$ cat config.mk
export PLATFORM = sky130hd
export DESIGN_NAME = port_trace_monitor
export DESIGN_NICKNAME = d
export VERILOG_FILES = /design/src/rtl/port_trace_pkg.sv /design/src/rtl/sync_fifo_fwft.sv /design/src/rtl/port_trace_monitor.sv
export SDC_FILE = /design/constraint.sdc
export NUM_CORES = 1
export LEC_CHECK = 0
export CORE_MARGIN = 10
export CORE_UTILIZATION = 45
export CTS_BUF_LIST = sky130_fd_sc_hd__clkbuf_8
export DETAILED_ROUTE_END_ITERATION = 7
export PLACE_DENSITY = 0.62
export SLEW_MARGIN = 10
export SYNTH_ARGS = -nofsm -noshare
export SYNTH_HDL_FRONTEND = slang
export SYNTH_SLANG_ARGS = --single-unit
export TNS_END_PERCENT = 10
$ cat constraint.sdc
create_clock -name clk -period 6.5 [get_ports clk]
set_clock_uncertainty 0.15 [all_clocks]
set_input_delay 0.975 -clock clk [delete_from_list [all_inputs] [get_ports clk]]
set_output_delay 0.975 -clock clk [all_outputs]
set_load 0.03 [all_outputs]
$ cat src/rtl/port_trace_pkg.sv
// Shared constants for the port trace monitor: done-cause codes and the
// layout of a packed trace entry {port_id, data, timestamp}.
package port_trace_pkg;

    localparam logic [1:0] CAUSE_NONE  = 2'b00;
    localparam logic [1:0] CAUSE_DONE  = 2'b01;
    localparam logic [1:0] CAUSE_LIMIT = 2'b10;
    localparam logic [1:0] CAUSE_BOTH  = 2'b11;

    // Timestamp occupies the least significant bits of an entry
    localparam int TS_LSB = 0;

    function automatic int entry_width(input int port_w, input int data_w, input int ts_w);
        return port_w + data_w + ts_w;
    endfunction

    function automatic int data_lsb(input int ts_w);
        return TS_LSB + ts_w;
    endfunction

    function automatic int port_lsb(input int data_w, input int ts_w);
        return TS_LSB + ts_w + data_w;
    endfunction

endpackage

$ cat src/rtl/sync_fifo_fwft.sv
// First-word-fall-through FIFO: the head entry is presented on dout whenever
// the FIFO holds data. A push into a full FIFO only succeeds alongside a pop.
module sync_fifo_fwft #(
    parameter int  WIDTH = 8,
    parameter int  DEPTH = 16,
    localparam int AW    = $clog2(DEPTH),
    localparam int CW    = $clog2(DEPTH) + 1
) (
    input  logic             clk,
    input  logic             reset,
    input  logic             push,
    input  logic             pop,
    input  logic [WIDTH-1:0] din,
    output logic [WIDTH-1:0] dout,
    output logic [CW-1:0]    count,
    output logic             full,
    output logic             empty
);

    logic [WIDTH-1:0] mem_r [DEPTH];
    logic [AW-1:0]    wr_ptr_r;
    logic [AW-1:0]    rd_ptr_r;
    logic [CW-1:0]    count_r;
    logic [CW-1:0]    count_next_s;
    logic             full_s;
    logic             empty_s;
    logic             push_ok_s;
    logic             pop_ok_s;

    // Occupancy flags and the push/pop requests that actually take effect
    always_comb begin
        full_s    = (count_r == CW'(DEPTH));
        empty_s   = (count_r == {CW{1'b0}});
        pop_ok_s  = pop && !empty_s;
        push_ok_s = push && (!full_s || pop_ok_s);
    end

    // Next occupancy; simultaneous push and pop leave it unchanged
    always_comb begin
        count_next_s = count_r;
        case ({push_ok_s, pop_ok_s})
            2'b10:   count_next_s = count_r + CW'(1'b1);
            2'b01:   count_next_s = count_r - CW'(1'b1);
            default: count_next_s = count_r;
        endcase
    end

    // Storage, pointers and occupancy; pointers wrap naturally at DEPTH
    always_ff @(posedge clk) begin
        if (!reset) begin
            for (int i = 0; i < DEPTH; i++) begin
                mem_r[i] <= {WIDTH{1'b0}};
            end
            wr_ptr_r <= {AW{1'b0}};
            rd_ptr_r <= {AW{1'b0}};
            count_r  <= {CW{1'b0}};
        end else begin
            if (push_ok_s) begin
                mem_r[wr_ptr_r] <= din;
                wr_ptr_r        <= wr_ptr_r + AW'(1'b1);
            end
            if (pop_ok_s) begin
                rd_ptr_r <= rd_ptr_r + AW'(1'b1);
            end
            count_r <= count_next_s;
        end
    end

    // Head entry, forced to zero when nothing is stored
    always_comb begin
        if (empty_s) begin
            dout = {WIDTH{1'b0}};
        end else begin
            dout = mem_r[rd_ptr_r];
        end
    end

    assign count = count_r;
    assign full  = full_s;
    assign empty = empty_s;

endmodule

$ cat src/rtl/port_trace_monitor.sv
// Watches a KCPSM3-style output bus, timestamps and buffers matching writes,
// and raises a sticky done flag on a DONE-port write or a cycle limit.
module port_trace_monitor
    import port_trace_pkg::*;
#(
    parameter int                DATA_W      = 8,
    parameter int                PORT_W      = 8,
    parameter int                TS_W        = 16,
    parameter int                DEPTH       = 16,
    parameter logic [PORT_W-1:0] MATCH_ID    = 8'h00,
    parameter logic [PORT_W-1:0] MATCH_MASK  = 8'h00,
    parameter logic [PORT_W-1:0] DONE_ID     = 8'hFF,
    parameter int                CYCLE_LIMIT = 50,
    localparam int               CW          = $clog2(DEPTH) + 1
) (
    input  logic              clk,
    input  logic              reset,
    input  logic [PORT_W-1:0] port_id,
    input  logic [DATA_W-1:0] out_port,
    input  logic              write_strobe,
    input  logic              rd_en,
    output logic              rd_valid,
    output logic [PORT_W-1:0] rd_port_id,
    output logic [DATA_W-1:0] rd_data,
    output logic [TS_W-1:0]   rd_ts,
    output logic [CW-1:0]     count,
    output logic              overflow,
    output logic              done,
    output logic [1:0]        done_cause
);

    localparam int EW       = entry_width(PORT_W, DATA_W, TS_W);
    localparam int DATA_LSB = data_lsb(TS_W);
    localparam int PORT_LSB = port_lsb(DATA_W, TS_W);

    localparam logic [TS_W-1:0] TS_MAX = {TS_W{1'b1}};
    // A limit the counter can never reach is treated as disabled
    localparam bit LIMIT_EN =
        (CYCLE_LIMIT != 0) && (longint'(CYCLE_LIMIT) <= longint'(TS_MAX));
    localparam logic [TS_W-1:0] LIMIT_VAL = TS_W'(CYCLE_LIMIT);

    logic [TS_W-1:0] cyc_r;
    logic            done_r;
    logic [1:0]      cause_r;
    logic            overflow_r;

    logic            match_s;
    logic            done_hit_s;
    logic            limit_hit_s;
    logic [1:0]      cause_next_s;
    logic [EW-1:0]   entry_s;
    logic [EW-1:0]   head_s;
    logic            fifo_full_s;
    logic            fifo_empty_s;
    logic [CW-1:0]   fifo_count_s;

    // Capture qualification and end-of-trace triggers
    always_comb begin
        match_s     = 1'b0;
        done_hit_s  = 1'b0;
        limit_hit_s = 1'b0;
        if (write_strobe && ((port_id & MATCH_MASK) == (MATCH_ID & MATCH_MASK)) && !done_r) begin
            match_s = 1'b1;
        end else begin
            match_s = 1'b0;
        end
        if (write_strobe && (port_id == DONE_ID)) begin
            done_hit_s = 1'b1;
        end else begin
            done_hit_s = 1'b0;
        end
        if (LIMIT_EN && (cyc_r == LIMIT_VAL)) begin
            limit_hit_s = 1'b1;
        end else begin
            limit_hit_s = 1'b0;
        end
    end

    // Cause code latched on the rising edge of done
    always_comb begin
        cause_next_s = CAUSE_NONE;
        case ({limit_hit_s, done_hit_s})
            2'b11:   cause_next_s = CAUSE_BOTH;
            2'b10:   cause_next_s = CAUSE_LIMIT;
            2'b01:   cause_next_s = CAUSE_DONE;
            default: cause_next_s = CAUSE_NONE;
        endcase
    end

    // Saturating cycle counter, frozen once the trace has ended
    always_ff @(posedge clk) begin
        if (!reset) begin
            cyc_r <= {TS_W{1'b0}};
        end else if (!done_r && (cyc_r != TS_MAX)) begin
            cyc_r <= cyc_r + TS_W'(1'b1);
        end
    end

    // Sticky done flag and its cause
    always_ff @(posedge clk) begin
        if (!reset) begin
            done_r  <= 1'b0;
            cause_r <= CAUSE_NONE;
        end else if (!done_r && (done_hit_s || limit_hit_s)) begin
            done_r  <= 1'b1;
            cause_r <= cause_next_s;
        end
    end

    // Sticky overflow: a full FIFO without a same-cycle pop drops the write
    always_ff @(posedge clk) begin
        if (!reset) begin
            overflow_r <= 1'b0;
        end else if (match_s && fifo_full_s && !rd_en) begin
            overflow_r <= 1'b1;
        end
    end

    assign entry_s = {port_id, out_port, cyc_r};

    sync_fifo_fwft #(
        .WIDTH (EW),
        .DEPTH (DEPTH)
    ) u_fifo (
        .clk   (clk),
        .reset (reset),
        .push  (match_s),
        .pop   (rd_en),
        .din   (entry_s),
        .dout  (head_s),
        .count (fifo_count_s),
        .full  (fifo_full_s),
        .empty (fifo_empty_s)
    );

    assign rd_valid   = !fifo_empty_s;
    assign rd_port_id = head_s[PORT_LSB +: PORT_W];
    assign rd_data    = head_s[DATA_LSB +: DATA_W];
    assign rd_ts      = head_s[TS_LSB +: TS_W];
    assign count      = fifo_count_s;
    assign overflow   = overflow_r;
    assign done       = done_r;
    assign done_cause = cause_r;

endmodule

==> results by group <==
Power
  • VDD IR max: 149 uV
  • Internal: 6.41 mW
  • Reg power frac: 45.8%
  • Pleak: 9.91 nW
  • Pwr Density: 323 nW/um2
  • Clock share of power: 31.9%
  • P_sw: 2.73 mW
  • Combinational power share: 22.3%
  • Net Sw Frac: 29.9%

Detailed routing
  • Initial drt markers: 1272
  • First-pass detailed-route iteration total: 5
  • Wirelength per Cell: 26.7 um
  • Final wirelength: 66200 um
  • Residual DRC: 0
  • Vias: 13900
  • Remaining antenna violation count: 0
  • Via/cell ratio: 5.59

Global routing
  • Vias in the first global route: 14200
  • GRT Util Overall: 20.3%
  • GRT overflow: 0
  • Initial antenna violation count: 1
  • First-pass GRT wire length: 98500 um
  • Largest net degree at the start of global routing: 56

Timing
  • Pins Over Slew Limit: 0
  • Max Freq: 197 MHz
  • Setup TNS: 0 ns
  • RSZ-0062 raised after global routing: false
  • Worst-Margin Slew: 1.18 ns
  • Fin. Hold Viols: 0
  • Finish-stage setup viols: 0
  • Worst slew margin: 21.2%
  • Final period utilization: 77.9%
  • Tmin final: 5.06 ns

Floorplan
  • Die height: 255 um
  • Ports: 62
  • Die span in x: 255 um
  • CORE AREA: 55000 um2
  • Cell Rows: 86
  • Initial Util: 45.4%
  • Die ar.: 65300 um2

Clock tree
  • Clk slew on worst S/H paths: 0.06 ns
  • Cell chosen for the clock root: clkbuf_8
  • CTS resizes: 0
  • CTS tree: yes
  • Hold_buf cts: 0
  • Clock buffer depth: 3
  • Clock H-tree levels: 3
  • Sink Count: 549
  • Post-CTS setup buffers: 0
  • Inserted Clock Buffers: 94
  • Worst-Skew Late Latency: 0.67 ns

Worst setup path
  • Arr. time, crit path: 3.94 ns
  • Critical Path End Type: primary output
  • Reg2Reg Depth: 5
  • Worst R2R Setup Slack: 3.01 ns
  • CP cell instances: buf_4 > mux4_2 > mux4_2 > and2_1 > clkdlybuf4s50_1
  • Buffers & Inverters on Critical Path: 2
  • Required time of the critical path: 5.37 ns
  • Worst Setup EP: rd_data[6]
  • Max stage delay cell, worst path: dfxtp_4
  • Startpoint Class: register
  • WS Path Type: register to primary output
  • Crit Path Max Fanout: 37
  • CP most frequent cell: mux4_2
  • Worst flop-to-flop path startpoint: done
  • Crit path depth: 5
  • Worst R2R End: u_fifo.mem_r[3][20]
  • CP max stage delay: 0.90 ns
  • Top cell family by delay on the critical path: buffers and inverters

Status
  • Run status: complete, no violations

Cells and area
  • Area Growth Syn to Fin: 13.4%
  • Final net count: 1690
  • Most common cell after layout, fill and taps aside: and2_1
  • Final core utilization: 51.5%
  • Sequential Area: 16100 um2
  • Fraction of layout cells with a size suffix above 1: 21.3%
  • Diodes inserted: 0
  • Most frequent cells in the layout: and2_1, edfxtp_1, mux4_2, clkbuf_8, clkdlybuf4s50_1
  • Fillers: 4544
  • Area occupied by multi-input gates: 8400 um2

Synthesis
  • Yosys cell types: 48
  • Ys async rst share: 0%
  • Synthesized area per cell: 15.5 um2
  • Post-Synthesis Cells: 1609
  • Synth area leaders: edfxtp_1, mux4_2, and2_1
  • Cell taking the most area after synthesis: edfxtp_1
  • Yosys top cell area share: 61.6%
  • Syn Std Cell Area: 25000 um2
  • Post-synth EDFFs: 512
  • Syn nets: 1638
  • Ys flop type: edfxtp_1
  • Synthesis-stage register bit count: 549
  • Seq/Total Area, Yosys: 64.6%
  • Synth warn: 0

Flow run
  • # Max-Cap Violations: 0

Worst hold path
  • Hold crit path type: register to register

Placement
  • HPWL Detailed: 40200 um
  • RePlAce Congestion: 0.817
  • PortBufs: 61
metal layers:
metal	global-route usage (%)	vias up	part of all wire, %
li1	-	6057	-
met1	26.4	7172	41
met2	32.8	547	49
met3	5.47	92	7.9
met4	6.60	0	2.8
met5	0	-	0
power groups by stage:
stage               registers (mW)  clock network, mW  logic (mW)
floorplan                     4.18                  0        1.34
global placement              4.26                  0        2.05
detailed placement            4.26                  0        2.06
CTS                           4.19               2.97        2.07
global route                  4.21               3.15        2.15
finish                        4.19               2.92        2.03
synthesized netlist by cell type (11+ instances only):
cell type	instances
nand2_1	16
nor3_1	33
nor2_1	50
o21ai_0	22
edfxtp_1	512
buf_4	11
and2_1	513
clkbuf_1	120
dfxtp_1	37
xor2_1	15
mux4_2	160
nand3_1	12
worst reg2reg max path: cells and delay by family (launching register included):
family / cells / cell delay, ns
AOI/OAI and AO/OA: 1 / 0.97
and+or+nand+nor: 2 / 0.97
buffers and inverters: 2 / 0.64
DFF: 1 / 0.43
sequential cells by signal (all words and copies together), names as in the netlist, named ones only:
signal           count
overflow             1
u_fifo.mem_r       512
u_fifo.wr_ptr_r      4
cyc_r               16
done_cause           2
u_fifo.rd_ptr_r      4
done                 1
u_fifo.count         5
logic make-up (layout without fill, tap and decap cells):
family                     after synthesis  count (layout)  synth area share [%]
and+or+nand+nor                        656             656                  15.7
DFF                                    549             549                  64.6
muxes                                  165             165                  14.6
buffers and inverters                  161             287                  2.70
AOI/OAI and AO/OA                       48              48                  1.21
xor gates and xnor gates                21              21                 0.737
adders and majority gates                9               9                 0.451
metrics by stage:
stage,setup WS (ns),hold slack [ns],instance area [um2],cells,total power [mW]
floorplan,1.69,0.309,25000,1609,5.52
finish,1.44,0.326,28300,2483,9.14
CTS,1.29,0.331,28200,2480,9.24
detailed placement,1.92,0.314,26500,2310,6.33
global placement,2.02,0.307,26400,2308,6.31
global route,1.17,0.351,28300,2483,9.51
worst min path at each step:
| stage | slack [ns] | to | start | depth (start not counted) |
|---|---|---|---|---|
| 2_1_floorplan | 0.31 | register | u_fifo.rd_ptr_r[3] | 2 |
| 3_3_place_gp | 0.31 | overflow | overflow | 2 |
| 3_5_place_dp | 0.31 | overflow | overflow | 2 |
| 4_1_cts | 0.33 | overflow | overflow | 2 |
| 5_1_grt | 0.35 | overflow | overflow | 2 |
| 6_report | 0.33 | overflow | overflow | 2 |
area by class of cell:
cell class | instances | area share (%)
inverters | 10 | 0.133
repair buffers | 107 | 3.78
flip-flops and latches | 549 | 57.0
multi-input cells | 899 | 29.7
clock inverters | 75 | 1.47
clock buffers | 95 | 4.62
well taps | 748 | 3.31
No activity file was read; power rests on OpenSTA's default activity.
